==> src/rtl/ce_sequencer.sv <==
// Drives one CE engine over a full output feature map. It hands out windows under credit control,
// then shifts and optionally ReLUs each result and streams it out through a small FWFT FIFO.
module ce_sequencer #(
    parameter int IMG_W      = 28,
    parameter int IMG_H      = 28,
    parameter int KERNEL     = 7,
    parameter int OUT_CH     = 8,
    parameter int LAT        = 3,
    parameter int D_W        = 23,
    parameter int SR         = 2,
    parameter int RELU       = 1,
    parameter int FIFO_DEPTH = 4,
    localparam int OW    = IMG_W - KERNEL + 1,
    localparam int OH    = IMG_H - KERNEL + 1,
    localparam int COL_W = (OW > 1) ? $clog2(OW) : 1,
    localparam int ROW_W = (OH > 1) ? $clog2(OH) : 1,
    localparam int SEL_W = (OUT_CH > 1) ? $clog2(OUT_CH) : 1
) (
    input  logic             clk,
    input  logic             rst,
    input  logic             start,
    output logic             busy,
    output logic             done,
    input  logic             win_valid,
    output logic             win_ready,
    output logic [ROW_W-1:0] win_row,
    output logic [COL_W-1:0] win_col,
    output logic [SEL_W-1:0] w_sel,
    output logic             ce_en_in,
    input  logic             ce_en_out,
    input  logic [D_W-1:0]   ce_d_out,
    output logic             res_valid,
    input  logic             res_ready,
    output logic [D_W-1:0]   res_data,
    output logic             res_last,
    output logic             err
);

    localparam int N     = OUT_CH * OH * OW;
    localparam int CNT_W = $clog2(N + 1);
    localparam int PTR_W = (FIFO_DEPTH > 2) ? $clog2(FIFO_DEPTH) : 1;
    localparam int OCC_W = PTR_W + 1;
    localparam int SUM_W = OCC_W + 1;

    if (LAT < 1 || FIFO_DEPTH < 2 || IMG_W < KERNEL || IMG_H < KERNEL) begin : g_param_check
        $error("ce_sequencer: illegal parameter set");
    end

    typedef enum logic [1:0] {S_IDLE, S_RUN, S_DRAIN, S_DONE} state_t;

    state_t             state, state_nxt;
    logic [COL_W-1:0]   col_cnt;
    logic [ROW_W-1:0]   row_cnt;
    logic [SEL_W-1:0]   sel_cnt;
    logic [OCC_W-1:0]   inflight, occ;
    logic [PTR_W-1:0]   wr_ptr, rd_ptr;
    logic [CNT_W-1:0]   res_cnt;
    logic [D_W-1:0]     fifo_data [FIFO_DEPTH];
    logic [FIFO_DEPTH-1:0] fifo_last;
    logic               issue, last_issue, pop, push, fifo_full, credit, in_frame, err_set, retire;

    function automatic logic [D_W-1:0] post_proc(input logic [D_W-1:0] d);
        logic signed [D_W-1:0] t;
        t = $signed(d) >>> SR;
        if (RELU != 0 && t < 0)
            t = '0;
        return t;
    endfunction

    assign issue      = win_valid & win_ready;
    assign ce_en_in   = issue;
    assign last_issue = issue && col_cnt == COL_W'(OW - 1) && row_cnt == ROW_W'(OH - 1)
                        && sel_cnt == SEL_W'(OUT_CH - 1);
    assign res_valid  = (occ != '0);
    assign res_data   = fifo_data[rd_ptr];
    assign res_last   = res_valid & fifo_last[rd_ptr];
    assign pop        = res_valid & res_ready;
    assign fifo_full  = (occ == OCC_W'(FIFO_DEPTH));
    // Issued-but-unreturned results already own a FIFO slot, so the FIFO can never overflow.
    assign credit     = (SUM_W'(inflight) + SUM_W'(occ)) < SUM_W'(FIFO_DEPTH);
    assign in_frame   = (state != S_IDLE);
    assign push       = ce_en_out & in_frame & (~fifo_full | pop);
    assign err_set    = ce_en_out & (~in_frame | (fifo_full & ~pop));
    assign retire     = ce_en_out & (inflight != '0);
    assign win_row    = row_cnt;
    assign win_col    = col_cnt;
    assign w_sel      = sel_cnt;

    always_ff @(posedge clk or negedge rst) begin
        if (!rst)
            state <= S_IDLE;
        else
            state <= state_nxt;
    end

    always_comb begin
        state_nxt = state;
        case (state)
            S_IDLE:  if (start) state_nxt = S_RUN;
            S_RUN:   if (last_issue) state_nxt = S_DRAIN;
            S_DRAIN: if (pop && res_last) state_nxt = S_DONE;
            S_DONE:  state_nxt = S_IDLE;
            default: state_nxt = S_IDLE;
        endcase
    end

    always_comb begin
        busy      = (state != S_IDLE);
        done      = (state == S_DONE);
        win_ready = (state == S_RUN) & credit;
    end

    // Scan order: column innermost, then row, then weight bank.
    always_ff @(posedge clk or negedge rst) begin
        if (!rst) begin
            col_cnt <= '0;
            row_cnt <= '0;
            sel_cnt <= '0;
        end else if (state == S_IDLE && start) begin
            col_cnt <= '0;
            row_cnt <= '0;
            sel_cnt <= '0;
        end else if (issue) begin
            if (col_cnt == COL_W'(OW - 1)) begin
                col_cnt <= '0;
                if (row_cnt == ROW_W'(OH - 1)) begin
                    row_cnt <= '0;
                    sel_cnt <= (sel_cnt == SEL_W'(OUT_CH - 1)) ? '0 : sel_cnt + SEL_W'(1);
                end else begin
                    row_cnt <= row_cnt + ROW_W'(1);
                end
            end else begin
                col_cnt <= col_cnt + COL_W'(1);
            end
        end
    end

    always_ff @(posedge clk or negedge rst) begin
        if (!rst) begin
            inflight <= '0;
            occ      <= '0;
            wr_ptr   <= '0;
            rd_ptr   <= '0;
            res_cnt  <= '0;
            err      <= 1'b0;
        end else begin
            case ({issue, retire})
                2'b10:   inflight <= inflight + OCC_W'(1);
                2'b01:   inflight <= inflight - OCC_W'(1);
                default: inflight <= inflight;
            endcase
            case ({push, pop})
                2'b10:   occ <= occ + OCC_W'(1);
                2'b01:   occ <= occ - OCC_W'(1);
                default: occ <= occ;
            endcase
            if (push)
                wr_ptr <= wr_ptr + PTR_W'(1);
            if (pop)
                rd_ptr <= rd_ptr + PTR_W'(1);
            if (state == S_IDLE && start)
                res_cnt <= '0;
            else if (push)
                res_cnt <= res_cnt + CNT_W'(1);
            if (err_set)
                err <= 1'b1;
        end
    end

    // FIFO storage carries no reset; occupancy alone decides what is valid.
    always_ff @(posedge clk) begin
        if (push) begin
            fifo_data[wr_ptr] <= post_proc(ce_d_out);
            fifo_last[wr_ptr] <= (res_cnt == CNT_W'(N - 1));
        end
    end

endmodule

==> config.mk <==
export PLATFORM = sky130hd
export DESIGN_NAME = ce_sequencer
export DESIGN_NICKNAME = d
export VERILOG_FILES = /design/src/rtl/ce_sequencer.sv
export SDC_FILE = /design/constraint.sdc
export NUM_CORES = 1
export LEC_CHECK = 0
export ABC_AREA = 0
export CORE_MARGIN = 4
export CORE_UTILIZATION = 50
export DETAILED_ROUTE_END_ITERATION = 6
export PLACE_DENSITY = 0.74
export SYNTH_ARGS = -nofsm -noshare
export SYNTH_HDL_FRONTEND = slang
export SYNTH_SLANG_ARGS = --single-unit
==> constraint.sdc <==
create_clock -name clk -period 5.1 [get_ports clk]
set_input_delay 1.53 -clock clk [delete_from_list [all_inputs] [get_ports clk]]
set_output_delay 1.53 -clock clk [all_outputs]
set_load 0.05 [all_outputs]
==> results of run 1 <==
-- per-layer routing --
metal  up-vias  track usage  share of wire
met5         -            0              0
met4         0      0.04461         0.0091
met3         9      0.06467          0.051
met2        83       0.2910           0.51
met1      1563       0.2174           0.43
li1       1441            -              -
-- layout make-up --
type | count | area share
multi-input cells | 194 | 0.2601
well taps | 136 | 0.02512
clock buffers | 17 | 0.06115
repair buffers | 74 | 0.1060
inverters | 18 | 0.009976
clock inverters | 15 | 0.02476
flip-flops and latches | 122 | 0.5128
-- synthesized netlist by cell type (2+ instances only) --
library cell,count
nor2b_1,20
fa_1,2
xnor2_1,8
o21ai_0,8
nand2_1,9
mux2_1,2
nand4_1,7
edfxtp_1,84
xor2_1,13
nor3_1,4
dfrtp_1,38
and4b_1,2
buf_2,5
nor2_1,23
or3_1,2
nand3_1,7
inv_1,18
mux2i_1,4
clkbuf_1,6
buf_4,3
ha_1,20
mux4_2,21
and3_1,5
a21oi_1,9
and2_1,6
-- stage by stage --
step | worst slack (ps) | instance area [µm²]
3_3_place_gp | 908.3 | 6191
2_1_floorplan | 1534 | 5388
3_5_place_dp | 892.8 | 6191
4_1_cts | 739.1 | 6773
5_1_grt | 648.1 | 6773
6_report | 823.4 | 6773
-- registers in the layout (all words and copies together) (netlist names) --
name / flops
state: 2
win_row: 5
occ: 3
rd_ptr: 2
fifo_data: 80
wr_ptr: 2
err: 1
fifo_last: 4
win_col: 5
w_sel: 3
inflight: 3
res_cnt: 12
-- critical path, cell delays in order (launching register included) --
cell	delay [ps]
dfrtp_1	520
buf_4	420
mux4_2	570
clkdlybuf4s50_1	720
-- cell families after synthesis --
family | Yosys count
DFF | 122
and+or+nand+nor | 95
buffers and inverters | 34
muxes | 27
AOI/OAI and AO/OA | 26
adders and majority gates | 22
xor gates and xnor gates | 21
other | 1
-- path summary, 6_finish.rpt --
check	startpoint	end	slack [ps]	cells past startpoint
max	rd_ptr[0]	res_data[10]	820	3
min	err	err	500	1
max reg2reg	state[0]	occ[2]	2580	10
min reg2reg	err	err	500	1
max in group asynchronous	rst	win_col[2]	3310	2
min in group asynchronous	rst	win_row[2]	1440	2
-- power by group through the flow --
stage	clock network, mW	registers (mW)	logic [mW]
4_1_cts	1.18	1.44	1.65
3_5_place_dp	0	1.45	1.65
3_3_place_gp	0	1.44	1.62
2_1_floorplan	0	1.47	1.13
6_report	1.16	1.44	1.63
5_1_grt	1.24	1.46	1.75
==> impl_summary.txt, run 1 <==
----------------------------------------------------
[STA]
  Post-route worst hold slack ... 498.5 ps
  RSZ-0062 raised after global routing ... no
  Slew Viols, Final ... 0
  Slew of the pin with the lowest slew margin ... 907.6 ps
  Max Clock Freq ... ~230 MHz
  Normalized max-slew margin ... 0.3930
  Share of the clock period used by the worst path ... 0.8386
  Endpoints failing setup ... 0
  Total negative setup slack ... 0 ps
  Setup clock skew after layout ... 6.877 ps
  Final-report hold violation count ... 0
  Shortest clock period the worst path allows after layout ... 4277 ps

[Clock tree]
  Post-CTS Resized ... 0
  Post-CTS setup buffer count ... 0
  Clock sink count ... 122
  Root buf cell ... clkbuf_8
  Hold-fix buffers at CTS ... 0
  Maximum count of clock buffers along a single path ... 2
  Clock Latency Late Sink ... 510 ps
  CTS clock-pin slew for the worst setup and hold paths ... ~60 ps
  H-tree levels ... 4
  CTS tree ... built
  Number of buffers inserted during clock tree synthesis ... 17

[Synthesis]
  Synth unique cells ... 47
  Number of synthesized flops with an enable pin ... 84
  Combinational family with the most area after synthesis ... simple AND/OR/NAND/NOR gates
  Cell types with the largest area share after synthesis ... edfxtp_1 (47%), dfrtp_1 (18%), mux4_2 (8.8%)
  Adder-Cell Fraction of Synth Area ... 0.05395
  Simple-gate portion of the synthesized area ... 0.1047
  Post-synth top flop ... edfxtp_1
  Share of cell area taken by muxes after synthesis ... 0.09953
  Parity-gate share of the synthesized area counting xor and xnor cells ... 0.03419
  Count of mapped cells out of synthesis ... roughly 350
  Sequential area share after synthesis ... 0.6456
  Number of warnings printed during yosys synthesis ... 0
  Avg Synthesized Cell Area ... 15.46 µm²
  Compound-gate portion of the synthesized area ... 0.03302
  Portion of synthesized cell area occupied by the leading cell type ... 0.4688
  Cell taking the most area after synthesis ... edfxtp_1
  FF+latch count, synth ... approximately 120
  Summed instance area of the synthesized netlist ... approximately 5400 µm²
  Share of async-settable or async-resettable flops after synthesis ... 0.3115

[Floorplan]
  I/O pins ... 72
  Die extent in x ... 111.7 µm
  Placement Rows ... 37
  Area enclosed by the die boundary ... ~12000 µm²
  Effective utilization at floorplan ... 0.5165
  Height of the chip ... 111.7 µm
  Core area ... 10420 µm²

[Global routing]
  Number of antenna violations at the first check in global routing ... 0
  First-pass GRT wire length ... approximately 17000 µm
  Overall global routing resource usage ... 0.1746
  Vias in the first global route ... 3352
  Overall overflow remaining after global route ... 0
  Largest net degree at the start of global routing ... 39

[Place]
  Total placed cells including tap cells ... 544
  Number of port buffers ... between 60 and 70
  RePlAce Congestion ... 0.8051
  HPWL reported at the end of detailed placement ... 6279 µm

[Power and ir drop]
  Reported net switching power ... 1.597 mW
  Cell leakage power ... 2.589 nW
  IR Drop Worst-Case VDD ... 0.4015 mV
  Clk network pwr share ... 0.273
  Logic pwr share ... 0.386
  Proportion of total power due to net switching ... 0.3777
  Sequential share of power ... 0.340
  Total chip power ... roughly 4.2 mW
  Internal ... 2.631 mW
  Power per cell area ... 624.2 nW/µm²

[Route]
  Routed via count ... 3096
  Average vias per placed instance ... 5.375
  Number of detailed-routing iterations run before antenna repair ... 4
  Number of DRC markers in iteration 0 ... 190
  DRT Wirelength ... around 10000 µm
  DRC ... 0
  Detail Route Antenna Nets ... 0
  Routed length per instance ... 17.38 µm

[Cells and area]
  Layout cells sized above 1 ... 0.1545
  Sequential cell area ... 3473 µm²
  Filler Cell Count ... 750
  Most common cell after layout, fill and taps aside ... edfxtp_1
  Post-layout instance count excluding filler cells ... 576
  Relative area change from synthesis to final layout ... 25.88%
  Final Util ... 0.6502
  Commonest non-fill, non-tap cells in the layout ... edfxtp_1 (84), clkdlybuf4s50_1 (65), dfrtp_1 (38), nor2_1 (23), mux4_2 (21)
  Multi-input gate area ... approximately 1800 µm²
  NumNets Final ... 478
  Ant. Diodes ... 0

[Critical path]
  WP data required ... 3570 ps
  Critical path start-end classification ... reg2out
  Data arrival time of the worst path ... 2750 ps
  Setup crit start kind ... register
  Critical path peak fanout ... 19
  Element type at the critical path end ... output pin

[Run]
  Number of max-cap violations ... 0

[Status]
  Status ... finished clean

[Min path]
  Hold/Removal Path Class ... reg2reg

----------------------------------------------------
Note: power is estimated with default switching activity, not from simulation.
==> inputs of run 2 (changes only) <==
PLACE_DENSITY = 0.76   (was 0.74)
clock period = 3.9 ns   (was 5.1 ns; I/O delays follow)
==> run 2 against run 1 <==
Compared with the run above: routed wire length shrank 4.2%; clock-buffer cell count is the same; critical endpoint is now ce_en_in; largest cell class unchanged; worst setup slack lost 370 ps; via count shrank 0.48%; first-iteration DRC count shrank 48%; design area shrank 0.41%; critical path depth grew 1; clock power grew 22%; flip-flop and latch count is the same.
==> impl_summary.txt, run 2 (synthesis gave the netlist of run 1 again) <==
----------------------------------------------------
[Status]
  Status ... finished clean

[STA]
  RSZ-0062 raised after global routing ... no
  Setup clock skew after layout ... 9.065 ps
  Total negative setup slack ... 0 ps
  Normalized max-slew margin ... 0.4301
  Share of the clock period used by the worst path ... 0.8846
  Slew Viols, Final ... 0
  Max Clock Freq ... 289.8 MHz
  Shortest clock period the worst path allows after layout ... 3450 ps
  Slew of the pin with the lowest slew margin ... 852.2 ps
  Post-route worst hold slack ... 483.8 ps
  Final-report hold violation count ... 0
  Endpoints failing setup ... 0

[Critical path]
  Endpoint of the most critical register-to-register path ... occ[2]
  R2R Path Start ... state[0]
  Critical path peak fanout ... 9
  Family with the most delay on the worst path ... buffers and inverters
  Number of cells on the critical path ... 4
  Worst setup endpoint ... ce_en_in
  CP cell instances ... clkdlybuf4s50_1, nand3_2, inv_1, buf_12
  Setup crit start kind ... input port
  Critical path start-end classification ... in2out
  Source of the critical timing path ... win_valid
  Longest individual stage delay on the worst path ... 560 ps
  Element type at the critical path end ... output pin
  Worst Reg2Reg Path Length in Cells ... 10
  WP data required ... 2730 ps
  Crit-path slowest cell ... clkdlybuf4s50_1
  Data arrival time of the worst path ... 2280 ps
  Setup slack on the worst flop-to-flop path ... 1610 ps
  Buffer and inverter count on the worst path ... 3

[Route]
  Number of detailed-routing iterations run before antenna repair ... 4
  DRC ... 0
  Routed via count ... 3081
  Average vias per placed instance ... 5.321
  Routed length per instance ... 16.55 µm
  Detail Route Antenna Nets ... 0
  DRT Wirelength ... 9585 µm
  Number of DRC markers in iteration 0 ... 99

[Clock tree]
  H-tree levels ... 4
  Hold-fix buffers at CTS ... 0
  Clock Latency Late Sink ... 500 ps
  Root buf cell ... clkbuf_8
  CTS clock-pin slew for the worst setup and hold paths ... 50 ps
  Post-CTS setup buffer count ... 0
  Clock sink count ... between 100 and 150
  CTS tree ... built
  Post-CTS Resized ... 0
  Maximum count of clock buffers along a single path ... 2
  Number of buffers inserted during clock tree synthesis ... 17

[Place]
  HPWL reported at the end of detailed placement ... 6309 µm
  RePlAce Congestion ... about 0.77
  Number of port buffers ... 66

[Cells and area]
  Layout cells sized above 1 ... 0.2099
  Relative area change from synthesis to final layout ... 25.37%
  Largest register by flop count ... fifo_data
  Most common cell after layout, fill and taps aside ... edfxtp_1
  Registers with the most flip-flops ... fifo_data: 80 flops, res_cnt: 12 flops
  Commonest non-fill, non-tap cells in the layout ... edfxtp_1 (84), clkdlybuf4s50_1 (43), dfrtp_1 (38), buf_4 (31), nor2_1 (23)
  Max reg flops ... 80
  Ant. Diodes ... 0
  NumNets Final ... approximately 480

[Floorplan]
  Die extent in x ... 111.7 µm
  Core area ... 10420 µm²
  Area enclosed by the die boundary ... 12480 µm²
  Placement Rows ... 37
  Effective utilization at floorplan ... 0.5165
  Height of the chip ... between 100 and 150 µm
  I/O pins ... between 70 and 80

[Global routing]
  First-pass GRT wire length ... 16520 µm
  Number of antenna violations at the first check in global routing ... 0
  Vias in the first global route ... 3260
  Overall overflow remaining after global route ... 0
  Largest net degree at the start of global routing ... 39
  Overall global routing resource usage ... 0.1666

[Run]
  Number of max-cap violations ... 0

[Min path]
  Hold/Removal Path Class ... reg2reg

[Power and ir drop]
  Cell leakage power ... between 2 and 3 nW
  Power per cell area ... 802.1 nW/µm²
  IR Drop Worst-Case VDD ... around 0.41 mV

----------------------------------------------------
## run 2: worst register-to-register path: cells and delay by family, from the launching register on
family,cells,cell delay (ps)
buf+inv,3,270
fa+ha+maj,3,710
xor+xnor,2,280
flops,1,390
simple gates,2,510
## run 2: how the worst min path moves through the flow
stage | slack, ps | cells past startpoint | startpoint | to
CTS | 480 | 1 | err | err
global route | 500 | 1 | err | err
floorplan | 470 | 1 | inflight[2] | inflight[2]
global placement | 470 | 1 | err | err
detailed placement | 460 | 1 | err | err
finish | 480 | 1 | err | err
## run 2: layer usage
| layer | part of all wire | vias to the layer above | track usage |
|---|---|---|---|
| li1 | - | 1455 | - |
| met1 | 0.45 | 1547 | 0.2255 |
| met2 | 0.50 | 75 | 0.2634 |
| met3 | 0.045 | 4 | 0.05598 |
| met4 | 0.0047 | 0 | 0.03974 |
| met5 | 0 | - | 0 |
## run 2: final cells by class
class | instances | area (µm²)
Timing Repair Buffer | 78 | 735.7
Inverter | 18 | 67.56
Fill cell | 775 | 3671
Tap cell | 136 | 170.2
Clock inverter | 14 | 122.6
Sequential cell | 122 | 3473
Clock buffer | 17 | 414.1
Multi-Input combinational cell | 194 | 1762
## run 2: report_power, final
group / total [mW] / switching [mW] / internal (mW)
clock: 1.41 / 0.563 / 0.843
sequential: 1.87 / 0.167 / 1.70
combinational: 2.13 / 1.33 / 0.801
total: 5.41 / 2.06 / 3.35
## run 2: per-stage QoR
stage	worst slack, ps	cell area, µm²	instances	power [mW]	utilization
global route	352.9	6745	579	5.706	0.6476
detailed placement	441.3	6206	548	4.044	0.5958
finish	449.9	6745	579	5.411	0.6476
CTS	78.98	6743	579	5.486	0.6473
floorplan	839.9	5388	350	3.408	-
global placement	448.4	6206	548	3.991	0.5958
==> inputs of run 3 (changes only) <==
ABC_AREA = not set   (was 0)
==> results of run 3 <==
The final DEF is identical to that of run 2; final timing and power are the same.
